===== config.mk =====
export PLATFORM = sky130hd
export DESIGN_NAME = uart_rx_flat
export DESIGN_NICKNAME = d
export VERILOG_FILES = /design/src/rtl/uart_rx_if.sv /design/src/rtl/uart_rx.sv /design/src/flat_wrapper.sv
export SDC_FILE = /design/constraint.sdc
export NUM_CORES = 1
export LEC_CHECK = 0
export BUFFER_PORTS_ARGS = -buffer_cell sky130_fd_sc_hd__buf_2
export CAP_MARGIN = 20
export CORE_MARGIN = 5
export CORE_UTILIZATION = 26
export CTS_BUF_LIST = sky130_fd_sc_hd__clkbuf_4 sky130_fd_sc_hd__clkbuf_8
export DETAILED_ROUTE_END_ITERATION = 8
export PLACE_DENSITY_LB_ADDON = 0.08
export SYNTH_ARGS = -nofsm -noshare
export SYNTH_HDL_FRONTEND = slang
export SYNTH_SLANG_ARGS = --single-unit

===== constraint.sdc =====
create_clock -name clk -period 3.9 [get_ports clk]
set_input_delay 0.78 -clock clk [delete_from_list [all_inputs] [get_ports clk]]
set_output_delay 0.78 -clock clk [all_outputs]
set_load 0.05 [all_outputs]

===== src/rtl/uart_rx_if.sv =====
// Receive holding-register port of uart_rx: character, status flags
// and the consumer's clear strobe.
interface uart_rx_if;
    logic [7:0] data;
    logic       full;
    logic       pare;
    logic       frme;
    logic       ovre;
    logic       clr;

    modport master (
        output data, full, pare, frme, ovre,
        input  clr
    );

    modport slave (
        input  data, full, pare, frme, ovre,
        output clr
    );
endinterface


===== src/rtl/uart_rx.sv =====
// UART receiver: 16x oversampled, 5..8 data bits, optional parity,
// one-deep holding register with overrun detection.
module uart_rx #(
    parameter int SYNC = 2
) (
    input  logic       clk,
    input  logic       rst,
    input  logic       clken,
    input  logic [1:0] length,
    input  logic [1:0] parity,
    input  logic       rxd,
    uart_rx_if.master  bus
);
    typedef enum logic [2:0] {
        IDLE, START, DATA, PAR, STOP
    } state_t;

    state_t          state, nxt;
    logic [SYNC-1:0] sync_q;
    logic            rxd_s;
    logic [3:0]      brcnt;
    logic [2:0]      bitcnt;
    logic [7:0]      shreg;
    logic [1:0]      len_q, par_q;
    logic            perr_q, exp_par;
    logic            mid, last;
    logic            go, arm, smp_d, smp_p, dlv;
    logic [7:0]      data_q;
    logic            full_q, pare_q, frme_q, ovre_q;

    assign rxd_s = sync_q[SYNC-1];
    assign mid   = brcnt == 4'd15;
    assign last  = bitcnt == ({1'b0, len_q} + 3'd4);

    always_ff @(posedge clk) begin
        if (!rst) sync_q <= '1;
        else      sync_q <= {sync_q[SYNC-2:0], rxd};
    end

    always_ff @(posedge clk) begin
        if (!rst) state <= IDLE;
        else      state <= nxt;
    end

    always_comb begin
        nxt = state;
        if (clken) begin
            unique case (state)
                IDLE:  if (!rxd_s) nxt = START;
                START: if (brcnt == 4'd7) nxt = rxd_s ? IDLE : DATA;
                DATA:  if (mid && last) nxt = (par_q != 2'b00) ? PAR : STOP;
                PAR:   if (mid) nxt = STOP;
                STOP:  if (mid) nxt = IDLE;
                default: nxt = IDLE;
            endcase
        end
    end

    always_comb begin
        go    = 1'b0;
        arm   = 1'b0;
        smp_d = 1'b0;
        smp_p = 1'b0;
        dlv   = 1'b0;
        if (clken) begin
            unique case (state)
                IDLE:  go    = !rxd_s;
                START: arm   = (brcnt == 4'd7) && !rxd_s;
                DATA:  smp_d = mid;
                PAR:   smp_p = mid;
                STOP:  dlv   = mid;
                default: ;
            endcase
        end
    end

    // shreg is cleared per character, so its XOR is the data-bit XOR
    always_comb begin
        unique case (par_q)
            2'b01:   exp_par = ~^shreg;
            2'b10:   exp_par = ^shreg;
            default: exp_par = 1'b1;
        endcase
    end

    always_ff @(posedge clk) begin
        if (!rst) begin
            brcnt  <= '0;
            bitcnt <= '0;
            shreg  <= '0;
            len_q  <= '0;
            par_q  <= '0;
            perr_q <= 1'b0;
        end else if (clken) begin
            if (go || arm)
                brcnt <= '0;
            else if (state != IDLE)
                brcnt <= brcnt + 4'd1;
            if (go) begin
                len_q <= length;
                par_q <= parity;
            end
            if (arm) begin
                bitcnt <= '0;
                shreg  <= '0;
                perr_q <= 1'b0;
            end
            if (smp_d) begin
                shreg <= {rxd_s, shreg[7:1]};
                if (!last) bitcnt <= bitcnt + 3'd1;
            end
            if (smp_p) perr_q <= rxd_s ^ exp_par;
        end
    end

    always_ff @(posedge clk) begin
        if (!rst) begin
            data_q <= '0;
            full_q <= 1'b0;
            pare_q <= 1'b0;
            frme_q <= 1'b0;
            ovre_q <= 1'b0;
        end else if (dlv) begin
            data_q <= shreg >> (3'd3 - {1'b0, len_q});
            pare_q <= perr_q;
            frme_q <= ~rxd_s;
            full_q <= 1'b1;
            ovre_q <= ~bus.clr & (ovre_q | full_q);
        end else if (bus.clr) begin
            full_q <= 1'b0;
            ovre_q <= 1'b0;
        end
    end

    assign bus.data = data_q;
    assign bus.full = full_q;
    assign bus.pare = pare_q;
    assign bus.frme = frme_q;
    assign bus.ovre = ovre_q;
endmodule


===== src/flat_wrapper.sv =====
// flat-port wrapper written by rule: the top's interface ports become plain ports
module uart_rx_flat 
#(
    parameter int SYNC = 2
)
  (clk, rst, clken, length, parity, rxd, bus_data, bus_full, bus_pare, bus_frme, bus_ovre, bus_clr);
  uart_rx_if bus_i ();
  input  logic clk;
  input  logic rst;
  input  logic clken;
  input  logic [1:0] length;
  input  logic [1:0] parity;
  input  logic rxd;
  output wire logic [$bits(bus_i.data)-1:0] bus_data;
  output wire logic [$bits(bus_i.full)-1:0] bus_full;
  output wire logic [$bits(bus_i.pare)-1:0] bus_pare;
  output wire logic [$bits(bus_i.frme)-1:0] bus_frme;
  output wire logic [$bits(bus_i.ovre)-1:0] bus_ovre;
  input wire logic [$bits(bus_i.clr)-1:0] bus_clr;
  assign bus_data = bus_i.data;
  assign bus_full = bus_i.full;
  assign bus_pare = bus_i.pare;
  assign bus_frme = bus_i.frme;
  assign bus_ovre = bus_i.ovre;
  assign bus_i.clr = bus_clr;
  uart_rx #(.SYNC(SYNC)) u_core (.clk(clk), .rst(rst), .clken(clken), .length(length), .parity(parity), .rxd(rxd), .bus(bus_i));
endmodule

# After elaboration in Yosys (flattened, before gate mapping)
# Cells that the tools add are included.
dict set report op_classes {
  n_eq_ne 14
  bitwise 5
  add_sub_neg 4
  n_mux 31
  shifts 1
  reduce_logical 18
}
# operator count
set ops {}
lappend ops {{$mux W3} 9}
lappend ops {{$mux W8} 2}
lappend ops {{$mux W1} 15}
lappend ops {{$pmux W3 S5} 1}
lappend ops {{$reduce_bool A2 Y1} 5}
lappend ops {{$mux W4} 2}
lappend ops {{$ne A2 B1 Y1 const B} 4}
lappend ops {{$reduce_and A2 Y1} 4}
lappend ops {{$reduce_xnor A8 Y1} 1}
lappend ops {{$reduce_xor A8 Y1} 1}
lappend ops {{$shr A8 B3 Y8} 1}
lappend ops {{$eq A3 B2 Y1 const B} 2}
lappend ops {{$reduce_and A6 Y1} 1}
lappend ops {{$add A4 B1 Y4 const B} 1}
lappend ops {{$eq A4 B3 Y1 const B} 1}
lappend ops {{$eq A4 B4 Y1 const B} 1}
lappend ops {{$add A2 B3 Y3 const B} 1}
lappend ops {{$add A3 B1 Y3 const B} 1}
lappend ops {{$eq A3 B1 Y1 const B} 1}
lappend ops {{$eq A3 B3 Y1} 1}
lappend ops {{$eq A3 B3 Y1 const B} 1}
lappend ops {{$logic_not A3 Y1} 1}
lappend ops {{$reduce_bool A3 Y1} 1}
lappend ops {{$sub A2 B2 Y3 const A} 1}
lappend ops {{other kinds (12)} 14}
dict set report word_totals {
  word_cells 86
  output_inout_bits 12
  in_bits 9
  reg_bits 37
}

# Depth between registers and ports, before layout
# Gate-level depths: netlist of run 1.
dict set report logic_depth {
  depth_word 7
  mapped_depth 8
  mapped_depth_nobuf 7
}

# Least setup slack after synthesis of run 1
# Ideal clock, no wire load.
dict set report synth_path {
  kind {input port to flip-flop}
  start {in clken}
  end {reg u_core.state[1]}
  stages 5
  t_arrival_ns 1.813
  setup_slack_ns 1.971
  setup_ns 0.116
  path_buffers 0
  required_ns 3.784
  cell_sequence {o41ai_2 > or4_4 > a21oi_4 > mux2i_1 > nor2b_1}
}
dict set report synth_via {
  elab_chain_len 1
}
# item line
set synth_rtl {}
lappend synth_rtl {{start, declared} flat_wrapper.sv:10} ;# input logic clken;
lappend synth_rtl {{$reduce_and A6 Y1 (no source line)} -}
lappend synth_rtl {{end signal, assigned} uart_rx.sv:42} ;# else state <= nxt;
lappend synth_rtl {{end, declared} uart_rx.sv:18} ;# state_t state, nxt;
# No other way between the ends.
# A chain may end at the register's enable or synchronous reset.

# Worst setup path in the final report of run 1
dict set report layout_path {
  start {reg u_core.state[2]}
  end {reg u_core.data_q[5], in the netlist u_core.bus.data[5]}
}
dict set report layout_via {
  elab_chain_len 3
}
# item line
set layout_rtl {}
lappend layout_rtl {{$eq A3 B3 Y1} uart_rx.sv:66} ;# unique case (state)
lappend layout_rtl {{$mux W1} uart_rx.sv:66}
lappend layout_rtl {{$mux W1} uart_rx.sv:65} ;# if (clken) begin
lappend layout_rtl {{end signal, assigned} uart_rx.sv:124} ;# data_q <= shreg >> (3'd3 - {1'b0, len_q});
lappend layout_rtl {{end, declared} uart_rx.sv:28} ;# logic [7:0] data_q;
# No other way between the ends.

==> run metrics, run 1 <==
final critical-path required period=2.20 ns; largest fanout on the critical path=13; total routed wirelength=4300 µm; Boundary Pins=21; Avg Cell Area, Syn=8.77 µm²; max capacitance violation total=0; min-delay worst type=reg2reg; number of placement rows=31; width of the die=96.7 µm; clock buffers created by TritonCTS=5; sequential fraction of the synthesis area=37.9%; global routing usage summed across all routing layers=9.87%; antenna violations before repair=0; overall overflow remaining after global route=0; pin count of the biggest net entering global routing=40; total negative setup slack=0 ns; Clk network pwr share=38.9%; cell area after technology mapping=1960 µm²; Net Sw Power=0.000159 W; count of mapped cells out of synthesis=223; maximum buffer depth of the clock tree=2; Ys Warns=0; RSZ-0062 raised after global routing=false; Internal Power=0.000528 W; largest area contributor in the netlist=sky130_fd_sc_hd__dfxtp_1; standard cell with the maximum stage delay on the critical path=sky130_fd_sc_hd__nor2_1; Max IR drop VDD=0.0978 mV; number of different library cells in the post-synthesis netlist=41; Core Area=7290 µm²; maximum achievable frequency=455 MHz; final critical-path share of the clock period=56.3%; number of antenna-violating nets in the routed design=0; commonest non-fill, non-tap cell in the layout=sky130_fd_sc_hd__dfxtp_1; number of instances resized during post-cts repair=0; CTS tree=built; CP Depth=4; peak per-stage delay on the critical path=0.67 ns; post-DR vias/cell=4.53; total of hold buffers inserted after clock tree synthesis=0; die area=9360 µm²; status=completed; routability-driven placement congestion ratio=0.714; sw frac=23.1%; HPWL Detailed=2960 µm; clock-pin slew on the worst setup and hold paths=0.07 ns; area overhead of the layout relative to synthesis=12.3%; total non-filler cell area in the finished layout=2200 µm²; vias=1523; Final #Nets=250; router iterations before antenna repair=4; series of cell instances along the critical path=or3b_2 > nor2_1 > o211ai_1 > o211a_1; Die Span Y=96.7 µm; Total Power Consumption=0.000687 W; n_diodes=0; Setup-failing EPs final=0; Fillers=818; max-slew violation count=0; clock net sink count=37; areal power density over the cells=313 nW/µm²; number of remaining DRC errors=0; number of DRC violations after detailed-routing iteration 0=54; wire length of the first global-routing pass=7600 µm; cell leakage power=0.801 nW; effective utilization at floorplan=26.8%; # port buffers=20; fraction of layout instances using a drive strength above 1=16.0%; pin slew with the least headroom to its limit=0.865 ns; Crit Path Class=reg2reg; H-tree level count=2; most frequent cells in the layout=sky130_fd_sc_hd__dfxtp_1, sky130_fd_sc_hd__nand2_1, sky130_fd_sc_hd__buf_2, sky130_fd_sc_hd__a21boi_0; CP top delay family=simple AND/OR/NAND/NOR gates; worst hold margin=0.408 ns; kind of start point of the critical path=flop; Worst Path Required=4.08 ns; buffers inserted by post-CTS timing repair=0; Root Driver=sky130_fd_sc_hd__clkbuf_8; fin util=30.1%; post-route clock skew=0.00574 ns; Worst Reg-to-Reg Cells=4; area fraction of the dominant cell type after synthesis=37.9%; Arr. time, crit path=2.38 ns; via count of the first global-routing pass=1542; final hold violations=0; part of the power in combinational logic=4.7%; routed length per instance=12.8 µm; number of nets produced by synthesis=237; instance count along the most critical hold path=1; flip-flop and latch count after synthesis=37; kind of capture point of the worst setup path=flop; clock latency reported for the late side of the worst-skew pair=0.29 ns; Slew HR=42.1%; dominant cells by area after synthesis=sky130_fd_sc_hd__dfxtp_1, sky130_fd_sc_hd__nand2_1, sky130_fd_sc_hd__mux2i_1, sky130_fd_sc_hd__a21boi_0, sky130_fd_sc_hd__xnor2_1; placement-stage cell area=2110 µm²; number of buffer and inverter stages on the critical path=0; sequential group share of total power=56.4%
==> state kept, by name (all words and copies together), names as in the netlist <==
signal / flops
u_core.sync_q: 2
u_core.perr_q: 1
u_core.par_q: 2
u_core.bitcnt: 3
u_core.state: 3
u_core.bus.full: 1
u_core.bus.pare: 1
u_core.bus.data: 8
u_core.bus.ovre: 1
u_core.shreg: 8
u_core.brcnt: 4
u_core.len_q: 2
u_core.bus.frme: 1
==> area by class of cell <==
class	instances	area, µm²	share of cell area, %
sequential	37	741	33.7
timing repair buffer	20	100	4.56
inverter	5	18.8	0.855
clock inverter	2	10.0	0.456
tap	99	124	5.64
clock buffer	6	76.3	3.48
multi-input combinational	167	1130	51.3
==> per-stage QoR <==
stage / cells / setup slack [ns]
global placement: 328 / 1.47
CTS: 336 / 1.65
finish: 336 / 1.70
global route: 336 / 1.44
floorplan: 223 / 1.97
detailed placement: 328 / 1.44
==> worst register-to-register path, stage by stage (launching register included) <==
cell                       delay [ns]
sky130_fd_sc_hd__dfxtp_1         0.52
sky130_fd_sc_hd__or3b_2          0.51
sky130_fd_sc_hd__nor2_1          0.67
sky130_fd_sc_hd__o211ai_1        0.21
sky130_fd_sc_hd__o211a_1         0.18
==> layer usage <==
layer  track usage, %  part of all wire (%)
met1             13.1                    53
met2             15.1                    42
met4             3.24                   1.5
met3             3.17                   3.4
met5                0                     0
==> synth_stat cells <==
cell,count
sky130_fd_sc_hd__nor3b_1,5
sky130_fd_sc_hd__a311oi_1,1
sky130_fd_sc_hd__nand4_1,6
sky130_fd_sc_hd__and4_1,1
sky130_fd_sc_hd__or3b_2,1
sky130_fd_sc_hd__o41ai_2,1
sky130_fd_sc_hd__nand2_1,34
sky130_fd_sc_hd__a21boi_1,3
sky130_fd_sc_hd__mux2_2,3
sky130_fd_sc_hd__a21boi_0,16
sky130_fd_sc_hd__and2_1,3
sky130_fd_sc_hd__nor3_1,1
sky130_fd_sc_hd__buf_4,1
sky130_fd_sc_hd__mux2i_1,12
sky130_fd_sc_hd__a211oi_1,1
sky130_fd_sc_hd__nand3_1,12
sky130_fd_sc_hd__a21oi_4,1
sky130_fd_sc_hd__o211ai_1,5
sky130_fd_sc_hd__nand3b_1,1
sky130_fd_sc_hd__nor2_1,10
sky130_fd_sc_hd__clkbuf_1,7
sky130_fd_sc_hd__nor2b_1,10
sky130_fd_sc_hd__mux4_2,1
sky130_fd_sc_hd__o311ai_0,1
sky130_fd_sc_hd__or2_2,1
sky130_fd_sc_hd__inv_1,5
sky130_fd_sc_hd__o21ai_0,4
sky130_fd_sc_hd__ha_1,5
sky130_fd_sc_hd__xnor2_1,10
sky130_fd_sc_hd__nand2b_1,5
sky130_fd_sc_hd__and3_1,1
sky130_fd_sc_hd__a22oi_1,1
sky130_fd_sc_hd__a21oi_1,6
sky130_fd_sc_hd__clkbuf_2,1
sky130_fd_sc_hd__buf_6,1
sky130_fd_sc_hd__dfxtp_1,37
sky130_fd_sc_hd__or4_4,1
sky130_fd_sc_hd__buf_2,4
sky130_fd_sc_hd__o211a_1,2
sky130_fd_sc_hd__nor3_2,1
sky130_fd_sc_hd__or4_1,1
==> power groups by stage <==
| stage | combinational [W] | clock (W) | sequential (W) |
|---|---|---|---|
| 6_report | 0.0000326 | 0.000267 | 0.000387 |
| 5_1_grt | 0.0000374 | 0.000296 | 0.000388 |
| 4_1_cts | 0.0000332 | 0.000285 | 0.000387 |
| 3_5_place_dp | 0.0000331 | 0 | 0.000396 |
| 3_3_place_gp | 0.0000334 | 0 | 0.000396 |
| 2_1_floorplan | 0.0000275 | 0 | 0.000392 |
==> path summary, 6_finish.rpt <==
kind	from	endpoint	slack, ns
min reg2reg	u_core.sync_q[0]	u_core.sync_q[1]	0.41
max reg2reg	u_core.state[2]	u_core.bus.data[5]	1.70
min	u_core.sync_q[0]	u_core.sync_q[1]	0.41
max	u_core.state[2]	u_core.bus.data[5]	1.70
==> logic make-up (layout without fill, tap and decap cells) <==
| family | after synthesis | count (layout) | synth area share, % |
|---|---|---|---|
| and+or+nand+nor | 94 | 94 | 24.8 |
| AOI/OAI and AO/OA | 42 | 42 | 16.1 |
| DFF | 37 | 37 | 37.9 |
| buffers and inverters | 19 | 33 | 4.54 |
| muxes | 16 | 16 | 9.02 |
| xor gates and xnor gates | 10 | 10 | 4.48 |
| adders and majority gates | 5 | 5 | 3.20 |
No activity file was read; power rests on OpenSTA's default activity.
==> run 2: changes to the inputs <==
Clock period 3.9 ns to 2.2 ns, I/O delays scaled along.
==> run 2 against run 1 <==
Compared with the run above: wire length down 0.77%; largest power group unchanged; setup slack worse by 1.4 ns; die area unchanged; worst hold slack worse by 0.083 ns.
==> run metrics, run 2 (synthesized netlist as in run 1, its figures left out) <==
status=completed; number of DRC violations after detailed-routing iteration 0=100 (+85%); Core Area=7290 µm² (unchanged); Setup-failing EPs final=0 (unchanged); Worst Reg-to-Reg Cells=6 (+2); antenna violations before repair=0 (unchanged); number of placement rows=31 (unchanged); CTS tree=built; pin slew with the least headroom to its limit=0.679 ns (-0.186 ns); number of remaining DRC errors=0 (unchanged); post-DR vias/cell=4.47 (-1.5%); endpoint of the lowest-slack register-to-register path=u_core.state[2]; Fillers=815 (-0.37%); final critical-path share of the clock period=86.8% (+30 points); launch instance of the worst min-delay path=bus_clr; cell leakage power=0.841 nW (+5.1%); die area=9360 µm² (unchanged); effective utilization at floorplan=26.8% (unchanged); RSZ-0062 raised after global routing=false; Boundary Pins=21 (unchanged); final critical-path required period=1.91 ns (-0.287 ns); placement-stage cell area=2180 µm² (+3.6%); areal power density over the cells=527 nW/µm² (+69%); largest fanout on the critical path=8 (-5); kind of start point of the critical path=flop; Slew HR=54.2% (+12 points); width of the die=96.7 µm (unchanged); met1 wire length=2220 µm (-3.4%); Worst Path Required=2.38 ns (-1.70 ns); buffers inserted by post-CTS timing repair=0 (unchanged); Max IR drop VDD=0.175 mV (+80%); maximum buffer depth of the clock tree=2 (unchanged); maximum achievable frequency=524 MHz (+15%); clock net sink count=37 (unchanged); max capacitance violation total=0 (unchanged); most frequent cells in the layout=sky130_fd_sc_hd__dfxtp_1, sky130_fd_sc_hd__nand2_1, sky130_fd_sc_hd__buf_2, sky130_fd_sc_hd__a21boi_0; clock-pin slew on the worst setup and hold paths=0.07 ns (about the same); instance count along the most critical hold path=2 (+1); via count of the first global-routing pass=1521 (-1.4%); HPWL Detailed=3140 µm (+6.0%); sum of met3 wire segment lengths after detailed routing=173 µm (+17%); total routed wirelength=4270 µm (-0.77%); Root Driver=sky130_fd_sc_hd__clkbuf_8; fin util=31.0% (+0.86 points); routed length per instance=12.4 µm (-3.1%); Final #Nets=260 (+4.0%); pin count of the biggest net entering global routing=23 (-43%); uppermost signal routing layer after detailed routing=met4; post-route clock skew=0.00760 ns (+0.00185 ns); vias=1536 (+0.85%); n_diodes=0 (unchanged); Arr. time, crit path=2.09 ns (-0.29 ns); commonest non-fill, non-tap cell in the layout=sky130_fd_sc_hd__dfxtp_1; Die Span Y=96.7 µm (unchanged); total negative setup slack=0 ns (unchanged); area of the multi-input gates=1130 µm² (unchanged); router iterations before antenna repair=4 (unchanged); total of hold buffers inserted after clock tree synthesis=0 (unchanged); routability-driven placement congestion ratio=0.751 (+5.2%); area overhead of the layout relative to synthesis=15.5%; number of antenna-violating nets in the routed design=0 (unchanged); fraction of layout instances using a drive strength above 1=18.8% (+2.7 points); # port buffers=20 (unchanged); wire length of the first global-routing pass=7660 µm (+0.74%); Reg2Reg Launch Point=u_core.brcnt[0]; Hold Path End=u_core.bus.ovre; total non-filler cell area in the finished layout=2260 µm² (+2.8%); clock latency reported for the late side of the worst-skew pair=0.29 ns (about the same); post-place setup slack=0.297 ns (-1.14 ns); kind of capture point of the worst setup path=flop; clock buffers created by TritonCTS=5 (unchanged); overall overflow remaining after global route=0 (unchanged); flop2flop setup slack=0.29 ns (-1.41 ns); min-delay worst type=in2reg; final hold violations=0 (unchanged); H-tree level count=2 (unchanged); routed length on met2=1800 µm (+0.33%); Crit Path Class=reg2reg; setup slack after layout=0.290 ns (-1.41 ns); number of instances resized during post-cts repair=0 (unchanged); max-slew violation count=0 (unchanged); area used by sequential logic in the layout=741 µm² (unchanged); global routing usage summed across all routing layers=9.90% (+0.029 points)
run 2: cell count changes in the layout (fill, tap and decap cells not counted), sizes merged:
cell    before  now
clkinv       2    1
clkbuf       6    5
buf         20   30
run 2: per-stage QoR:
step	std cells	power (W)	hold slack, ns
final	344	0.00119	0.325
after global routing	344	0.00126	0.323
after CTS	344	0.00122	0.309
after detailed placement	338	0.000768	0.407
after global placement	338	0.000768	0.412
after floorplan	223	0.000743	0.386
run 2: area by class of cell:
class,instances,area share (%)
tap,99,5.48
timing repair buffer,30,7.76
clock inverter,1,0.222
clock buffer,5,3.05
sequential,37,32.8
inverter,5,0.831
multi-input combinational,167,49.9
run 2: routing by layer:
layer | GRT usage, % | up-vias
met5 | 0 | -
met4 | 3.89 | 0
met3 | 3.17 | 5
met2 | 14.2 | 23
met1 | 13.7 | 687
li1 | - | 821
run 2: where the power goes:
part	internal (W)	switching, W	leakage [nW]
Clock	0.000209	0.000231	0.0399
Combinational	0.0000342	0.0000346	0.503
Sequential	0.000675	0.00000620	0.299
run 2: critical path: stages, from the launching register on:
cell	delay, ns
sky130_fd_sc_hd__dfxtp_1	0.37
sky130_fd_sc_hd__ha_1	0.32
sky130_fd_sc_hd__a21oi_1	0.11
sky130_fd_sc_hd__or4_4	0.56
sky130_fd_sc_hd__a21oi_4	0.18
sky130_fd_sc_hd__mux2i_1	0.20
sky130_fd_sc_hd__nor2b_1	0.06
run 2: how the worst max path moves through the flow:
stage / startpoint / endpoint / slack [ns] / depth (start not counted)
after floorplan: u_core.brcnt[0] / u_core.bitcnt[2] / 0.40 / 8
after global placement: u_core.brcnt[0] / u_core.state[2] / 0.33 / 6
after detailed placement: u_core.brcnt[0] / u_core.state[1] / 0.30 / 6
after CTS: u_core.brcnt[0] / u_core.state[2] / 0.28 / 6
after global routing: u_core.brcnt[0] / u_core.state[1] / 0.12 / 6
final: u_core.brcnt[0] / u_core.state[2] / 0.29 / 6
